File: src/rtl/lcd_ctrl_pkg.sv
`default_nettype none
// ============================================================================
//  Module      : lcd_ctrl_pkg
//  Description : Shared definitions for the HD44780-style LCD controller:
//                sequencer state encodings, write-timer phases, init_sel
//                command codes and default timing constants (50 MHz clock).
//  Revision    : 1.0 - initial release
// ============================================================================
package lcd_ctrl_pkg;

    // Digit states share a common prefix (4'b10xx) so the digit index is
    // simply the low two bits of the state code.
    typedef enum logic [3:0] {
        ST_POWERUP  = 4'd0,
        ST_FUNC_SET = 4'd1,
        ST_DISP_ON  = 4'd2,
        ST_ENTRY    = 4'd3,
        ST_CLR      = 4'd4,
        ST_IDLE     = 4'd5,
        ST_DIG0     = 4'd8,
        ST_DIG1     = 4'd9,
        ST_DIG2     = 4'd10,
        ST_DIG3     = 4'd11
    } state_t;

    typedef enum logic [2:0] {
        PH_IDLE  = 3'd0,
        PH_SETUP = 3'd1,
        PH_PULSE = 3'd2,
        PH_HOLD  = 3'd3,
        PH_WAIT  = 3'd4
    } phase_t;

    localparam logic [1:0] INIT_CLEAR    = 2'd0;
    localparam logic [1:0] INIT_DISP_ON  = 2'd1;
    localparam logic [1:0] INIT_ENTRY    = 2'd2;
    localparam logic [1:0] INIT_FUNC_SET = 2'd3;

    localparam int unsigned DEF_T_POWERUP = 750000;
    localparam int unsigned DEF_T_SETUP   = 2;
    localparam int unsigned DEF_T_E_HIGH  = 12;
    localparam int unsigned DEF_T_HOLD    = 2;
    localparam int unsigned DEF_T_CMD     = 2000;
    localparam int unsigned DEF_T_CLEAR   = 82000;
    localparam int unsigned DEF_T_REFRESH = 5000000;
    localparam int unsigned DEF_CNT_W     = 24;

    function automatic logic [1:0] digit_of(input state_t s);
        logic [3:0] v;
        v = s;
        return v[1:0];
    endfunction

    function automatic logic is_digit(input state_t s);
        logic [3:0] v;
        v = s;
        return v[3];
    endfunction

endpackage
`default_nettype wire

File: src/rtl/lcd_ctrl_write_timer.sv
`default_nettype none
// ============================================================================
//  Module      : lcd_write_timer
//  Description : Times one LCD bus write: SETUP -> PULSE (E high) -> HOLD ->
//                WAIT (long or short post-command delay).
//  Ports       : i_start     - begin a transaction (accepted when idle or on
//                              the final WAIT cycle, allowing back-to-back)
//                i_long_wait - select T_CLEAR instead of T_CMD for the WAIT
//                o_e         - LCD enable strobe
//                o_drive     - datapath drives DB (SETUP..HOLD)
//                o_busy      - transaction in progress (SETUP..WAIT)
//                o_done      - last WAIT cycle
//  Revision    : 1.0 - initial release
// ============================================================================
module lcd_write_timer
    import lcd_ctrl_pkg::*;
#(
    parameter int unsigned T_SETUP  = DEF_T_SETUP,
    parameter int unsigned T_E_HIGH = DEF_T_E_HIGH,
    parameter int unsigned T_HOLD   = DEF_T_HOLD,
    parameter int unsigned T_CMD    = DEF_T_CMD,
    parameter int unsigned T_CLEAR  = DEF_T_CLEAR,
    parameter int unsigned CNT_W    = DEF_CNT_W
) (
    input  logic clk,
    input  logic rst,
    input  logic i_start,
    input  logic i_long_wait,
    output logic o_e,
    output logic o_drive,
    output logic o_busy,
    output logic o_done
);

    localparam logic [CNT_W-1:0] c_setup_last = CNT_W'(T_SETUP - 1);
    localparam logic [CNT_W-1:0] c_e_last     = CNT_W'(T_E_HIGH - 1);
    localparam logic [CNT_W-1:0] c_hold_last  = CNT_W'(T_HOLD - 1);
    localparam logic [CNT_W-1:0] c_cmd_last   = CNT_W'(T_CMD - 1);
    localparam logic [CNT_W-1:0] c_clear_last = CNT_W'(T_CLEAR - 1);

    phase_t           r_phase;
    phase_t           w_phase_nxt;
    logic [CNT_W-1:0] r_cnt;
    logic [CNT_W-1:0] w_cnt_nxt;
    logic             r_long;
    logic [CNT_W-1:0] w_wait_last;

    assign w_wait_last = r_long ? c_clear_last : c_cmd_last;

    always_ff @(posedge clk) begin
        if (rst) begin
            r_phase <= PH_IDLE;
            r_cnt   <= '0;
            r_long  <= 1'b0;
        end else begin
            r_phase <= w_phase_nxt;
            r_cnt   <= w_cnt_nxt;
            if (i_start) begin
                r_long <= i_long_wait;
            end
        end
    end

    always_comb begin
        w_phase_nxt = r_phase;
        w_cnt_nxt   = r_cnt + CNT_W'(1);
        o_e         = 1'b0;
        o_drive     = 1'b0;
        o_busy      = 1'b1;
        o_done      = 1'b0;
        case (r_phase)
            PH_IDLE: begin
                o_busy    = 1'b0;
                w_cnt_nxt = '0;
                if (i_start) begin
                    w_phase_nxt = PH_SETUP;
                end
            end
            PH_SETUP: begin
                o_drive = 1'b1;
                if (r_cnt == c_setup_last) begin
                    w_phase_nxt = PH_PULSE;
                    w_cnt_nxt   = '0;
                end
            end
            PH_PULSE: begin
                o_drive = 1'b1;
                o_e     = 1'b1;
                if (r_cnt == c_e_last) begin
                    w_phase_nxt = PH_HOLD;
                    w_cnt_nxt   = '0;
                end
            end
            PH_HOLD: begin
                o_drive = 1'b1;
                if (r_cnt == c_hold_last) begin
                    w_phase_nxt = PH_WAIT;
                    w_cnt_nxt   = '0;
                end
            end
            PH_WAIT: begin
                if (r_cnt == w_wait_last) begin
                    o_done      = 1'b1;
                    w_cnt_nxt   = '0;
                    // A new start on the final WAIT cycle chains directly
                    // into the next SETUP with no idle gap.
                    w_phase_nxt = i_start ? PH_SETUP : PH_IDLE;
                end
            end
            default: begin
                w_phase_nxt = PH_IDLE;
                w_cnt_nxt   = '0;
            end
        endcase
    end

endmodule
`default_nettype wire

File: src/rtl/lcd_ctrl.sv
`default_nettype none
// ============================================================================
//  Module      : lcd_ctrl
//  Description : Sequencing FSM for an HD44780-style 8-bit LCD. Runs the
//                power-up init (function set, display on, entry mode, clear)
//                and then refreshes four digits periodically or on request.
//  Ports       : clk, rst (sync, active-high), update (refresh request)
//                init_sel/data_sel/digit_sel/DB_sel - datapath byte selects
//                lcd_e/lcd_rs/lcd_rw - LCD bus control
//                ready (init complete), busy (write/post-wait in progress)
//  Revision    : 1.0 - initial release
// ============================================================================
module lcd_ctrl
    import lcd_ctrl_pkg::*;
#(
    parameter int unsigned T_POWERUP = DEF_T_POWERUP,
    parameter int unsigned T_SETUP   = DEF_T_SETUP,
    parameter int unsigned T_E_HIGH  = DEF_T_E_HIGH,
    parameter int unsigned T_HOLD    = DEF_T_HOLD,
    parameter int unsigned T_CMD     = DEF_T_CMD,
    parameter int unsigned T_CLEAR   = DEF_T_CLEAR,
    parameter int unsigned T_REFRESH = DEF_T_REFRESH,
    parameter int unsigned CNT_W     = DEF_CNT_W
) (
    input  logic       clk,
    input  logic       rst,
    input  logic       update,
    output logic [1:0] init_sel,
    output logic       data_sel,
    output logic [1:0] digit_sel,
    output logic       DB_sel,
    output logic       lcd_e,
    output logic       lcd_rs,
    output logic       lcd_rw,
    output logic       ready,
    output logic       busy
);

    localparam logic [CNT_W-1:0] c_pwr_last = CNT_W'(T_POWERUP - 1);
    localparam logic [CNT_W-1:0] c_ref_last = CNT_W'(T_REFRESH - 1);

    state_t           r_state;
    state_t           w_state_nxt;
    logic [CNT_W-1:0] r_cnt;          // power-up delay / refresh interval
    logic [CNT_W-1:0] w_cnt_nxt;
    logic             r_pending;
    logic             w_pending_nxt;
    logic             r_ready;
    logic             w_start;
    logic             w_long_wait;
    logic             w_done;
    logic             w_entry_done;

    lcd_write_timer #(
        .T_SETUP  (T_SETUP),
        .T_E_HIGH (T_E_HIGH),
        .T_HOLD   (T_HOLD),
        .T_CMD    (T_CMD),
        .T_CLEAR  (T_CLEAR),
        .CNT_W    (CNT_W)
    ) u_timer (
        .clk         (clk),
        .rst         (rst),
        .i_start     (w_start),
        .i_long_wait (w_long_wait),
        .o_e         (lcd_e),
        .o_drive     (DB_sel),
        .o_busy      (busy),
        .o_done      (w_done)
    );

    always_ff @(posedge clk) begin
        if (rst) begin
            r_state   <= ST_POWERUP;
            r_cnt     <= '0;
            r_pending <= 1'b0;
            r_ready   <= 1'b0;
        end else begin
            r_state   <= w_state_nxt;
            r_cnt     <= w_cnt_nxt;
            r_pending <= w_pending_nxt;
            if (w_entry_done) begin
                r_ready <= 1'b1;
            end
        end
    end

    // The write timer is started on the same edge the sequencer enters a
    // command state, so the selects below are valid from the first SETUP
    // cycle and never change while a transaction is in flight.
    always_comb begin
        w_state_nxt   = r_state;
        w_cnt_nxt     = '0;
        w_start       = 1'b0;
        w_pending_nxt = r_pending;
        if (update && (r_state != ST_IDLE)) begin
            w_pending_nxt = 1'b1;
        end
        case (r_state)
            ST_POWERUP: begin
                if (r_cnt == c_pwr_last) begin
                    w_state_nxt = ST_FUNC_SET;
                    w_start     = 1'b1;
                end else begin
                    w_cnt_nxt = r_cnt + CNT_W'(1);
                end
            end
            ST_FUNC_SET: if (w_done) begin w_state_nxt = ST_DISP_ON; w_start = 1'b1; end
            ST_DISP_ON:  if (w_done) begin w_state_nxt = ST_ENTRY;   w_start = 1'b1; end
            ST_ENTRY:    if (w_done) begin w_state_nxt = ST_CLR;     w_start = 1'b1; end
            ST_CLR:      if (w_done) begin w_state_nxt = ST_DIG0;    w_start = 1'b1; end
            ST_DIG0:     if (w_done) begin w_state_nxt = ST_DIG1;    w_start = 1'b1; end
            ST_DIG1:     if (w_done) begin w_state_nxt = ST_DIG2;    w_start = 1'b1; end
            ST_DIG2:     if (w_done) begin w_state_nxt = ST_DIG3;    w_start = 1'b1; end
            ST_DIG3:     if (w_done) begin w_state_nxt = ST_IDLE; end
            ST_IDLE: begin
                // Timeout, a queued request and a fresh request all collapse
                // into a single frame.
                if ((r_cnt == c_ref_last) || r_pending || update) begin
                    w_state_nxt   = ST_CLR;
                    w_start       = 1'b1;
                    w_pending_nxt = 1'b0;
                end else begin
                    w_cnt_nxt = r_cnt + CNT_W'(1);
                end
            end
            default: begin
                w_state_nxt = ST_POWERUP;
            end
        endcase
    end

    assign w_long_wait  = (w_state_nxt == ST_CLR);
    assign w_entry_done = (r_state == ST_ENTRY) && w_done;
    // ready is visible on ENTRY's final WAIT cycle, ahead of the clear.
    assign ready        = r_ready | w_entry_done;
    assign lcd_rw       = 1'b0;

    always_comb begin
        init_sel  = INIT_CLEAR;
        data_sel  = 1'b0;
        digit_sel = 2'd0;
        lcd_rs    = 1'b0;
        case (r_state)
            ST_FUNC_SET: init_sel = INIT_FUNC_SET;
            ST_DISP_ON:  init_sel = INIT_DISP_ON;
            ST_ENTRY:    init_sel = INIT_ENTRY;
            ST_CLR:      init_sel = INIT_CLEAR;
            default: begin
                if (is_digit(r_state)) begin
                    data_sel  = 1'b1;
                    lcd_rs    = 1'b1;
                    digit_sel = digit_of(r_state);
                end
            end
        endcase
    end

endmodule
`default_nettype wire

File: config.mk
export PLATFORM = sky130hd
export DESIGN_NAME = lcd_ctrl
export DESIGN_NICKNAME = d
export VERILOG_FILES = /design/src/rtl/lcd_ctrl_pkg.sv /design/src/rtl/lcd_ctrl_write_timer.sv /design/src/rtl/lcd_ctrl.sv
export SDC_FILE = /design/constraint.sdc
export NUM_CORES = 1
export LEC_CHECK = 0
export BUFFER_PORTS_ARGS = -buffer_cell sky130_fd_sc_hd__buf_2
export CAP_MARGIN = 30
export CORE_MARGIN = 2
export CORE_UTILIZATION = 61
export CTS_CLUSTER_DIAMETER = 40
export CTS_CLUSTER_SIZE = 8
export DETAILED_ROUTE_END_ITERATION = 8
export GPL_TIMING_DRIVEN = 1
export PLACE_DENSITY = 0.87
export SKIP_LAST_GASP = 1
export SYNTH_ARGS = -nofsm -noshare
export SYNTH_HDL_FRONTEND = slang
export SYNTH_SLANG_ARGS = --single-unit
File: constraint.sdc
create_clock -name clk -period 2.74 [get_ports clk]
set_input_delay 0 -clock clk [delete_from_list [all_inputs] [get_ports clk]]
set_output_delay 0 -clock clk [all_outputs]
set_load 0.005 [all_outputs]
==> key figures, run 1 <==
Status
  – Outcome: finished clean

Job
  – Max Cap Viol: 0

Floorplan
  – Cell Rows: 25
  – Die Y: roughly 75 um
  – Initial Util: 0.638
  – Core ar.: 4750 um2
  – Die width: between 70 and 80 um
  – IO Count: 14
  – Die Footprint: roughly 5600 um2

STA
  – Fin Clk Skew: 0.00629 ns
  – Final Max Tran Viols: 0
  – Tcrit/Tclk final: 0.838
  – Setup ws final: about 0.44 ns
  – RSZ-0062 raised after global routing: false
  – Max transition margin: 0.638
  – Final setup fails: 0
  – Post-layout min period: about 2.3 ns
  – Setup TNS: 0 ns
  – Final Hold Viols: 0
  – Fmax: 436 MHz
  – Worst-margin pin slew: 0.537 ns

Worst setup path
  – Worst Reg-to-Reg Cells: 7
  – Worst setup path class: register to register
  – Worst R2R Setup Slack: 0.44 ns
  – Worst Path Arrival: 2.51 ns
  – Critical Path Source Type: register
  – Reg2Reg Capture Point: u_timer.r_cnt[11]$_SDFF_PP0_
  – Worst Path Max Fanout: 24
  – CP required: 2.95 ns
  – Reg2reg start: u_timer.r_cnt[7]$_SDFF_PP0_
  – CP Capture Type: register

Synth
  – Post-synthesis instance area: just over 3000 um2
  – Avg Cell Area, Syn: 8.85 um2
  – #FFs+latches synth: 58
  – Synth area leaders: dfxtp_1, xor2_1, nor2_1
  – Ys Warns: 0
  – Post-synth top flop: dfxtp_1
  – Yosys top cell by area: dfxtp_1
  – Number of synthesized flops with an enable pin: 0
  – Sequential share of the synthesized area: 0.383
  – Cells after synthesis: 343
  – Asr flop ratio synth: 0
  – Synthesized Nets: 349
  – Post-synth top area share: 0.383
  – Netlist cell types: 51

Clocking
  – Clk sinks: 58
  – H-Tree Level Count: 3
  – CTS root buffer: clkbuf_8
  – CTS Buf Count: 9
  – Clock transition at path regs: around 0.06 ns
  – CTS tree: built
  – Longest Clk Path Bufs: 2
  – Clock Latency Late Sink: 0.34 ns

Pwr
  – P_sw: roughly 0.34 mW
  – Gate power share: 0.015
  – Switch share: 0.206
  – Seq pwr share: 0.517
  – Maximum VDD drop: 0.466 mV
  – Clock power frac: 0.467
  – P per Cell Area: 501 nW/um2
  – Int Pwr: 1.31 mW
  – Cell leakage power: 1.18 nW

GRT
  – Total grt overflow: 0
  – Vias in the first global route: 2351
  – First-pass GRT wire length: 10200 um
  – Largest net degree at the start of global routing: 25
  – Antenna violations before repair: 0
  – Global Route Usage Sum: 0.240

Min path
  – Hold Crit Depth: 3
  – Hold Path End: u_timer.r_phase[0]$_SDFFE_PP0P_
  – Hold WC Path Type: primary input to register
  – Critical hold path startpoint: rst

Place
  – I/O Buffers: 12
  – DPL Wire Length: 4000 um
  – GP Congestion: approximately 0.88
  – Setup WS pre-CTS: 0.490 ns

Layout
  – Nets: about 360
  – N_diodes: 0
  – Layout cells sized above 1: 0.169
  – Area Growth Syn to Fin: 8.33%

Detailed routing
  – DRT antenna net count: 0
  – WL per Instance: between 10 and 15 um
  – DRC: 0
  – Post-DR vias/cell: 5.63
  – Pre-antenna DRT Iters: 4
  – Detailed Route WL: 6000 um
  – Vias post-DR: 2405
  – Drt initial violations: 129
==> through the flow <==
stage | area, um2 | std cells | power, mW | util | hold slack [ns]
after floorplan | 3040 | 343 | 0.889 | - | 0.179
after global placement | 3070 | 409 | 0.892 | 0.645 | 0.270
after detailed placement | 3070 | 409 | 0.894 | 0.645 | 0.277
after CTS | 3290 | 427 | 1.66 | 0.692 | 0.452
after global routing | 3290 | 427 | 1.71 | 0.692 | 0.485
final | 3290 | 427 | 1.65 | 0.692 | 0.475
==> synthesized netlist by cell type, drive strengths merged, types with 8 or more instances <==
cell	n
nor4	8
xnor2	14
buf	11
nand4	15
inv	8
nor2	66
and3	11
nand2	27
dfxtp	58
xor2	33
nor3	14
nand3	18
==> layout make-up <==
| cell class | instances | area, um2 |
|---|---|---|
| clock buffers | 15 | 196 |
| inverters | 8 | 30.0 |
| multi-input cells | 260 | 1700 |
| repair buffers | 18 | 110 |
| flip-flops and latches | 58 | 1160 |
| clock inverters | 1 | 5.00 |
| fillers | 379 | 1470 |
| well taps | 67 | 83.8 |
==> critical path, stage by stage, from the launching register on <==
cell and delay (ns):
dfxtp_1 0.35, nor4_1 0.48, a22oi_1 0.27, nor3_1 0.32, nor2_1 0.13, a32oi_4 0.16
buf_4 0.36, nor2_1 0.09
==> layout by cell type, fill, tap and decap left out, types with 3 or more instances in the layout <==
cell type / instances
a21oi_1: 4
ha_1: 3
nor4_1: 4
clkbuf_8: 14
nor3b_1: 5
and2_1: 5
and3_1: 11
dfxtp_1: 58
xnor2_1: 14
xor2_1: 33
o31a_1: 3
nor2_2: 20
nor4bb_1: 3
inv_1: 8
and4_1: 4
nand4_1: 14
nor3_1: 14
buf_4: 4
nand3_1: 18
buf_2: 12
nor4_4: 3
nor2_1: 46
nand2_1: 27
==> routing by layer <==
layer  GRT usage  vias to the layer above  part of all wire
li1            -                     1204                 -
met1       0.269                     1155              0.45
met2       0.410                       32              0.49
met3      0.0894                       14             0.036
met4      0.0972                        0             0.021
met5           0                        -                 0
==> power groups by stage <==
stage	logic [mW]	registers [mW]	clock network, mW
4_1_cts	0.0254	0.852	0.785
6_report	0.0252	0.852	0.770
3_3_place_gp	0.0217	0.871	0
2_1_floorplan	0.0193	0.870	0
5_1_grt	0.0281	0.853	0.826
3_5_place_dp	0.0230	0.871	0
==> registers in the layout, summed over array words and instances, names as in the netlist <==
signal and flops:
r_ready 1, u_timer.r_cnt 24, r_pending 1, u_timer.r_long 1, u_timer.r_phase 3, r_state 4, r_cnt 24
==> kinds of logic (layout without fill, tap and decap cells) <==
kind of cell	count (synthesis)	after routing	share of synthesized area
and+or+nand+nor	186	186	0.347
DFF	58	58	0.383
xor gates and xnor gates	47	47	0.136
buffers and inverters	25	42	0.0569
AOI/OAI and AO/OA	22	22	0.0610
adders and majority gates	3	3	0.0124
other	1	1	0.00124
muxes	1	1	0.00330
==> what timing repair did <==
item | in CTS | in global routing
hold buffers | 2 | 0
resized for setup | 0 | 0
buffers inserted | 0 | 0
setup endpoints to repair | 0 | 0
hold endpoints to repair | 6 | 0
==> worst max-delay path by stage <==
stage	slack, ns	from	endpoint
after CTS	0.43	u_timer.r_cnt[7]$_SDFF_PP0_	u_timer.r_cnt[11]$_SDFF_PP0_
final	0.44	u_timer.r_cnt[7]$_SDFF_PP0_	u_timer.r_cnt[11]$_SDFF_PP0_
after floorplan	0.74	u_timer.r_cnt[5]$_SDFF_PP0_	u_timer.r_cnt[4]$_SDFF_PP0_
after global routing	0.29	u_timer.r_cnt[7]$_SDFF_PP0_	u_timer.r_cnt[11]$_SDFF_PP0_
after global placement	0.54	u_timer.r_cnt[5]$_SDFF_PP0_	u_timer.r_cnt[11]$_SDFF_PP0_
after detailed placement	0.49	u_timer.r_cnt[5]$_SDFF_PP0_	u_timer.r_cnt[11]$_SDFF_PP0_
(Power assumes the default switching activity.)
==> run 2, diff against run 1 <==
==> constraint.sdc (replaced) <==
create_clock -name clk -period 2.2 [get_ports clk]
set_input_delay 0 -clock clk [delete_from_list [all_inputs] [get_ports clk]]
set_output_delay 0 -clock clk [all_outputs]
set_load 0.005 [all_outputs]
==> run 2 against run 1 <==
Sequential power up 24%. Hold slack better by 0.015 ns. Worst setup slack lost 0.31 ns. First-iteration DRC count increased by 36%. Wire length up 0.55%. Die area is the same. Power is 32% higher. Critical path type is now register to output port.
==> key figures, run 2 (synthesis gave the netlist of run 1 again) <==
STA
  – Post-layout min period: 2.06 ns
  – Hold Slack: 0.491 ns (+0.0153 ns)
  – Fmax: slightly below 500 MHz
  – Final Hold Viols: 0 (unchanged)
  – Setup ws final: 0.136 ns (-0.308 ns)
  – Final Max Tran Viols: 0 (unchanged)
  – Setup TNS: 0 ns (unchanged)
  – Final setup fails: 0 (unchanged)
  – Tcrit/Tclk final: 0.938
  – Fin Clk Skew: 0.00760 ns (+0.00130 ns)

Detailed routing
  – Post-DR vias/cell: 5.64 (about the same)
  – WL per Instance: 13.9 um (-0.84%)
  – Pre-antenna DRT Iters: 4 (unchanged)
  – DRC: 0 (unchanged)
  – Detailed Route WL: 6040 um (+0.55%)
  – DRT antenna net count: 0 (unchanged)
  – Drt initial violations: 175 (+36%)
  – Vias post-DR: 2441 (+1.5%)

Place
  – I/O Buffers: 12 (unchanged)
  – DPL Wire Length: 4060 um (+1.6%)
  – GP Congestion: 0.837 (-4.5%)
  – Dpl cells: 414 (+1.2%)
  – Setup WS pre-CTS: 0.127 ns (-0.364 ns)

Layout
  – N_diodes: 0 (unchanged)
  – Most frequent cells in the layout: dfxtp_1, nor2_1, xor2_1, nand2_1, nor2_2
  – Finished Layout Cells: 433 (+1.4%)
  – Area Growth Syn to Fin: 11.9%
  – Commonest non-fill, non-tap cell in the layout: dfxtp_1
  – Largest regs: r_cnt x24, u_timer.r_cnt x24, r_state x4
  – Nets: 367 (+1.7%)
  – Layout cells sized above 1: 0.194 (+0.0245)

GRT
  – First-pass GRT wire length: 10100 um (-1.0%)
  – Vias in the first global route: 2283 (-2.9%)
  – Global Route Usage Sum: 0.238 (-0.00182)
  – Antenna violations before repair: 0 (unchanged)
  – Total grt overflow: 0 (unchanged)
  – Largest net degree at the start of global routing: 25 (unchanged)

Worst setup path
  – Worst Path Arrival: 2.06 ns (-0.45 ns)
  – Crit-path cells: nor4_2 > a22oi_1 > nor4_4 > a31o_2 > buf_2
  – CP Capture Type: output port
  – Buf+Inv Stages, Crit Path: 1 (unchanged)
  – Worst Path Max Fanout: 6 (-75%)
  – Delay-heaviest family, CP: simple AND/OR/NAND/NOR gates
  – Worst-path cell with the longest stage delay: nor4_4
  – CP required: 2.20 ns (-0.75 ns)
  – CP max stage delay: 0.46 ns (-0.02 ns)
  – Critical Path Source Type: register
  – Worst setup path class: register to output port

Clocking
  – Clock transition at path regs: 0.06 ns (about the same)
  – H-Tree Level Count: 3 (unchanged)
  – CTS tree: built
  – Clock Latency Late Sink: 0.33 ns (about the same)
  – Longest Clk Path Bufs: 2 (unchanged)
  – CTS root buffer: clkbuf_8
  – CTS Buf Count: 9 (unchanged)
  – Clk sinks: 58 (unchanged)

Floorplan
  – Die Y: 74.5 um (unchanged)
  – Die width: 74.5 um (unchanged)
  – Die Footprint: 5560 um2 (unchanged)
  – IO Count: 14 (unchanged)
  – Core ar.: 4750 um2 (unchanged)
  – Initial Util: 0.638 (unchanged)
  – Cell Rows: 25 (unchanged)

Pwr
  – P per Cell Area: 640 nW/um2 (+28%)
  – Pwr Total: 2.17 mW (+32%)
  – Cell leakage power: 1.23 nW (+3.9%)
  – Maximum VDD drop: 0.499 mV (+7.1%)

Min path
  – Hold WC Path Type: register to register

Status
  – Outcome: finished clean

Job
  – Max Cap Viol: 0 (unchanged)
[run 2: cell types whose count changed in the layout (fill, tap and decap cells not counted), moves of 2 or more]
cell       previous run  this run
bufinv_16             0         2
buf_12                0         2
clkbuf_8             14        10
nor4_1                4         2
buf_4                 4         8
nor4_2                1         3
[run 2: layout make-up]
type                    instances  area [um2]
inverters                       8        30.0
clock buffers                  11         141
well taps                      67        83.8
fillers                       346        1360
flip-flops and latches         58        1160
clock inverters                 5        77.6
multi-input cells             260        1720
repair buffers                 24         180
[run 2: per-stage QoR]
stage,instance area (um2),util
after floorplan,3040,-
after global placement,3130,0.658
after detailed placement,3130,0.658
after CTS,3370,0.708
after global routing,3400,0.714
final,3400,0.714
[run 2: path summary, 6_finish.rpt]
path,start,to,slack [ns],depth (start not counted)
hold reg to reg,r_cnt[0]$_SDFF_PP0_,r_cnt[0]$_SDFF_PP0_,0.49,1
setup / recovery,u_timer.r_cnt[7]$_SDFF_PP0_,ready,0.14,5
hold / removal,r_cnt[0]$_SDFF_PP0_,r_cnt[0]$_SDFF_PP0_,0.49,1
setup reg to reg,r_cnt[0]$_SDFF_PP0_,r_cnt[21]$_SDFF_PP0_,0.14,8
[run 2: report_power, final]
part	internal, mW	switching, mW	total [mW]	leakage (nW)
Combinational	0.0141	0.0199	0.0340	0.651
Sequential	1.06	0.00553	1.06	0.468
Clock	0.665	0.414	1.08	0.109
[run 2: layer usage]
layer  vias up  GRT usage  share of wire
li1       1219          -              -
met1      1160      0.304           0.47
met2        55      0.375           0.48
met3         7     0.0678          0.038
met4         0      0.105          0.012
met5         -          0              0
[run 2: repair_timing]
action / 4_1_cts / 5_1_grt
gates resized for setup: 0 / 4
setup buffers: 0 / 1
pin swaps: 1 / 1
hold endpoints to repair: 6 / 0
setup endpoints to repair: 1 / 16
hold buffers: 2 / 0
==> run 3, diff against run 2 <==
--- a/config.mk
+++ b/config.mk
@@ -8,12 +8,12 @@
 export BUFFER_PORTS_ARGS = -buffer_cell sky130_fd_sc_hd__buf_2
 export CAP_MARGIN = 30
 export CORE_MARGIN = 2
-export CORE_UTILIZATION = 61
+export CORE_UTILIZATION = 65
 export CTS_CLUSTER_DIAMETER = 40
 export CTS_CLUSTER_SIZE = 8
 export DETAILED_ROUTE_END_ITERATION = 8
 export GPL_TIMING_DRIVEN = 1
-export PLACE_DENSITY = 0.87
+export PLACE_DENSITY = 0.92
 export SKIP_LAST_GASP = 1
 export SYNTH_ARGS = -nofsm -noshare
 export SYNTH_HDL_FRONTEND = slang
==> constraint.sdc (replaced) <==
create_clock -name clk -period 2.4 [get_ports clk]
set_input_delay 0 -clock clk [delete_from_list [all_inputs] [get_ports clk]]
set_output_delay 0 -clock clk [all_outputs]
set_load 0.005 [all_outputs]
==> run 3 against run 2 <==
Hold slack lost 0.012 ns. Via count grew 1.4%. Sequential share of layout area grew 0.68 points. Power shrank 2.4%. Clock skew grew 0.0039 ns. Non-clock buffer count shrank 6. Clock power grew 4%. Die area shrank 5.8%. Clock-buffer cell count shrank 1. Sequential power shrank 8%. Critical path depth is the same. Highest routed layer unchanged.
==> key figures, run 3 (synthesis gave the netlist of run 1 again) <==
Status
  – Outcome: finished clean

Min path
  – Hold Path End: r_cnt[0]$_SDFF_PP0_
  – Hold Crit Depth: 1 (unchanged)
  – Hold WC Path Type: register to register
  – Critical hold path startpoint: r_cnt[0]$_SDFF_PP0_

STA
  – Setup TNS: 0 ns (unchanged)
  – Fin Clk Skew: 0.0115 ns (+0.00393 ns)
  – Final Hold Viols: 0 (unchanged)
  – Worst-margin pin slew: 0.620 ns
  – Max transition margin: 0.583
  – Fmax: 444 MHz
  – Post-layout min period: about 2.3 ns
  – Final setup fails: 0 (unchanged)
  – Tcrit/Tclk final: 0.939
  – Final Max Tran Viols: 0 (unchanged)
  – RSZ-0062 raised after global routing: false

Clocking
  – Clk sinks: 58 (unchanged)
  – Total of cells resized after clock tree synthesis: 0 (unchanged)
  – H-Tree Level Count: 3 (unchanged)
  – CTS root buffer: clkbuf_8
  – Clock Latency Late Sink: 0.34 ns (about the same)
  – Clock transition at path regs: 0.07 ns (about the same)
  – CTS tree: built
  – CTS Buf Count: 9 (unchanged)
  – Longest Clk Path Bufs: 2 (unchanged)

GRT
  – GR peak layer: met2
  – Grt met1 use: 0.298 (-0.00584)
  – Met3 GRT Util: 0.0833 (+0.0156)
  – Largest net degree at the start of global routing: 25 (unchanged)
  – Vias in the first global route: 2457 (+7.6%)
  – First-pass GRT wire length: 10800 um (+7.2%)
  – Global Route Usage Sum: 0.267 (+0.0291)
  – Antenna violations before repair: 0 (unchanged)
  – Total grt overflow: 0 (unchanged)
  – Grt met2 use: 0.467 (+0.0922)

Pwr
  – P per Cell Area: 637 nW/um2 (-0.45%)
  – Cell leakage power: 1.21 nW (-1.7%)
  – Maximum VDD drop: 0.392 mV (-21%)

Detailed routing
  – Drt initial violations: 167 (-4.6%)
  – DRT antenna net count: 0 (unchanged)
  – WL per Instance: 15.3 um (+9.7%)
  – Post-DR vias/cell: 6.01 (+6.6%)
  – Pre-antenna DRT Iters: 4 (unchanged)
  – DRC: 0 (unchanged)
  – Vias post-DR: 2475 (+1.4%)
  – Detailed Route WL: 6300 um (+4.4%)

Worst setup path
  – Critical Path Source: u_timer.r_cnt[7]$_SDFF_PP0_
  – CP required: 2.40 ns (+0.20 ns)
  – Crit-path cells: nor4_1 > a22oi_1 > nor4_4 > a31o_2 > buf_2
  – Worst Path Max Fanout: 6 (unchanged)
  – CP max stage delay: 0.48 ns (+0.02 ns)
  – Reg2Reg Capture Point: u_timer.r_cnt[11]$_SDFF_PP0_
  – Worst Reg-to-Reg Cells: 8 (unchanged)
  – Delay-heaviest family, CP: simple AND/OR/NAND/NOR gates
  – Buf+Inv Stages, Crit Path: 1 (unchanged)
  – Critical Path Source Type: register
  – Worst-path cell with the longest stage delay: nor4_1
  – Worst R2R Setup Slack: 0.16 ns (+0.02 ns)
  – CP Capture Type: output port
  – Worst Path Arrival: 2.25 ns (+0.19 ns)
  – Worst setup path class: register to output port
  – Reg2reg start: u_timer.r_cnt[0]$_SDFF_PP0_

Floorplan
  – Die Footprint: 5230 um2 (-5.8%)
  – Die Y: 72.3 um (-3.0%)
  – Initial Util: 0.688 (+0.0492)
  – Die width: 72.3 um (-3.0%)
  – Core ar.: 4410 um2 (-7.2%)
  – Cell Rows: 24 (-4.0%)
  – IO Count: 14 (unchanged)

Place
  – GP Congestion: 0.825 (-1.4%)
  – Dpl cells: 394 (-4.8%)
  – I/O Buffers: 12 (unchanged)
  – Dpl cell area: 3060 um2 (-2.2%)
  – DPL Wire Length: 4170 um (+2.7%)

Layout
  – Finished Layout Cells: 412 (-4.8%)
  – Layout cells sized above 1: 0.172 (-0.0218)
  – Design area: 3330 um2 (-2.0%)
  – Nets: 361 (-1.6%)
  – Commonest non-fill, non-tap cell in the layout: dfxtp_1
  – Most frequent cells in the layout: dfxtp_1, nor2_1, xor2_1, nand2_1, nor2_2
  – Area Growth Syn to Fin: 9.73%
  – Largest regs: r_cnt x24, u_timer.r_cnt x24, r_state x4
  – N_diodes: 0 (unchanged)

Job
  – Max Cap Viol: 0 (unchanged)
-- run 3: changes by cell type in the layout (fill, tap and decap cells not counted), sizes merged --
cell	change
clkinvlp	-1
inv	+1
bufinv	+1
clkbuf	-1
buf	-6
-- run 3: worst max path at each step --
stage	cells past startpoint	end
3_3_place_gp	8	u_timer.r_cnt[14]$_SDFF_PP0_
2_1_floorplan	7	u_timer.r_cnt[4]$_SDFF_PP0_
6_report	5	ready
5_1_grt	6	ready
4_1_cts	5	ready
3_5_place_dp	8	u_timer.r_cnt[12]$_SDFF_PP0_
-- run 3: where the power goes --
| part | leakage [nW] | total, mW | switching, mW | internal (mW) |
|---|---|---|---|---|
| clock network | 0.127 | 1.12 | 0.400 | 0.721 |
| logic | 0.613 | 0.0291 | 0.0184 | 0.0107 |
| registers | 0.468 | 0.973 | 0.00497 | 0.968 |
-- run 3: through the flow --
| step | hold slack (ns) | util | power [mW] | setup WS [ns] |
|---|---|---|---|---|
| finish | 0.479 | 0.755 | 2.12 | 0.147 |
| global route | 0.509 | 0.755 | 2.19 | 0.0186 |
| CTS | 0.473 | 0.755 | 2.14 | 0.160 |
| detailed placement | 0.292 | 0.693 | 1.02 | 0.269 |
| global placement | 0.285 | 0.693 | 1.02 | 0.337 |
| floorplan | 0.179 | - | 1.02 | 0.397 |
-- run 3: layer usage --
| layer | up-vias | part of all wire |
|---|---|---|
| met5 | - | 0 |
| met4 | 0 | 0.017 |
| met3 | 15 | 0.050 |
| met2 | 66 | 0.51 |
| met1 | 1180 | 0.42 |
| li1 | 1214 | - |
-- run 3: final cells by class --
cell class | instances | area [um2]
tap | 52 | 65.1
clock inverter | 6 | 113
timing repair buffer | 18 | 123
inverter | 8 | 30.0
sequential | 58 | 1160
clock buffer | 10 | 138
fill | 300 | 1080
multi-input combinational | 260 | 1700
-- run 3: repair_timing --
action	in CTS	in global routing
hold buffers	2	0
setup buffers	0	0
hold endpoints to repair	6	0
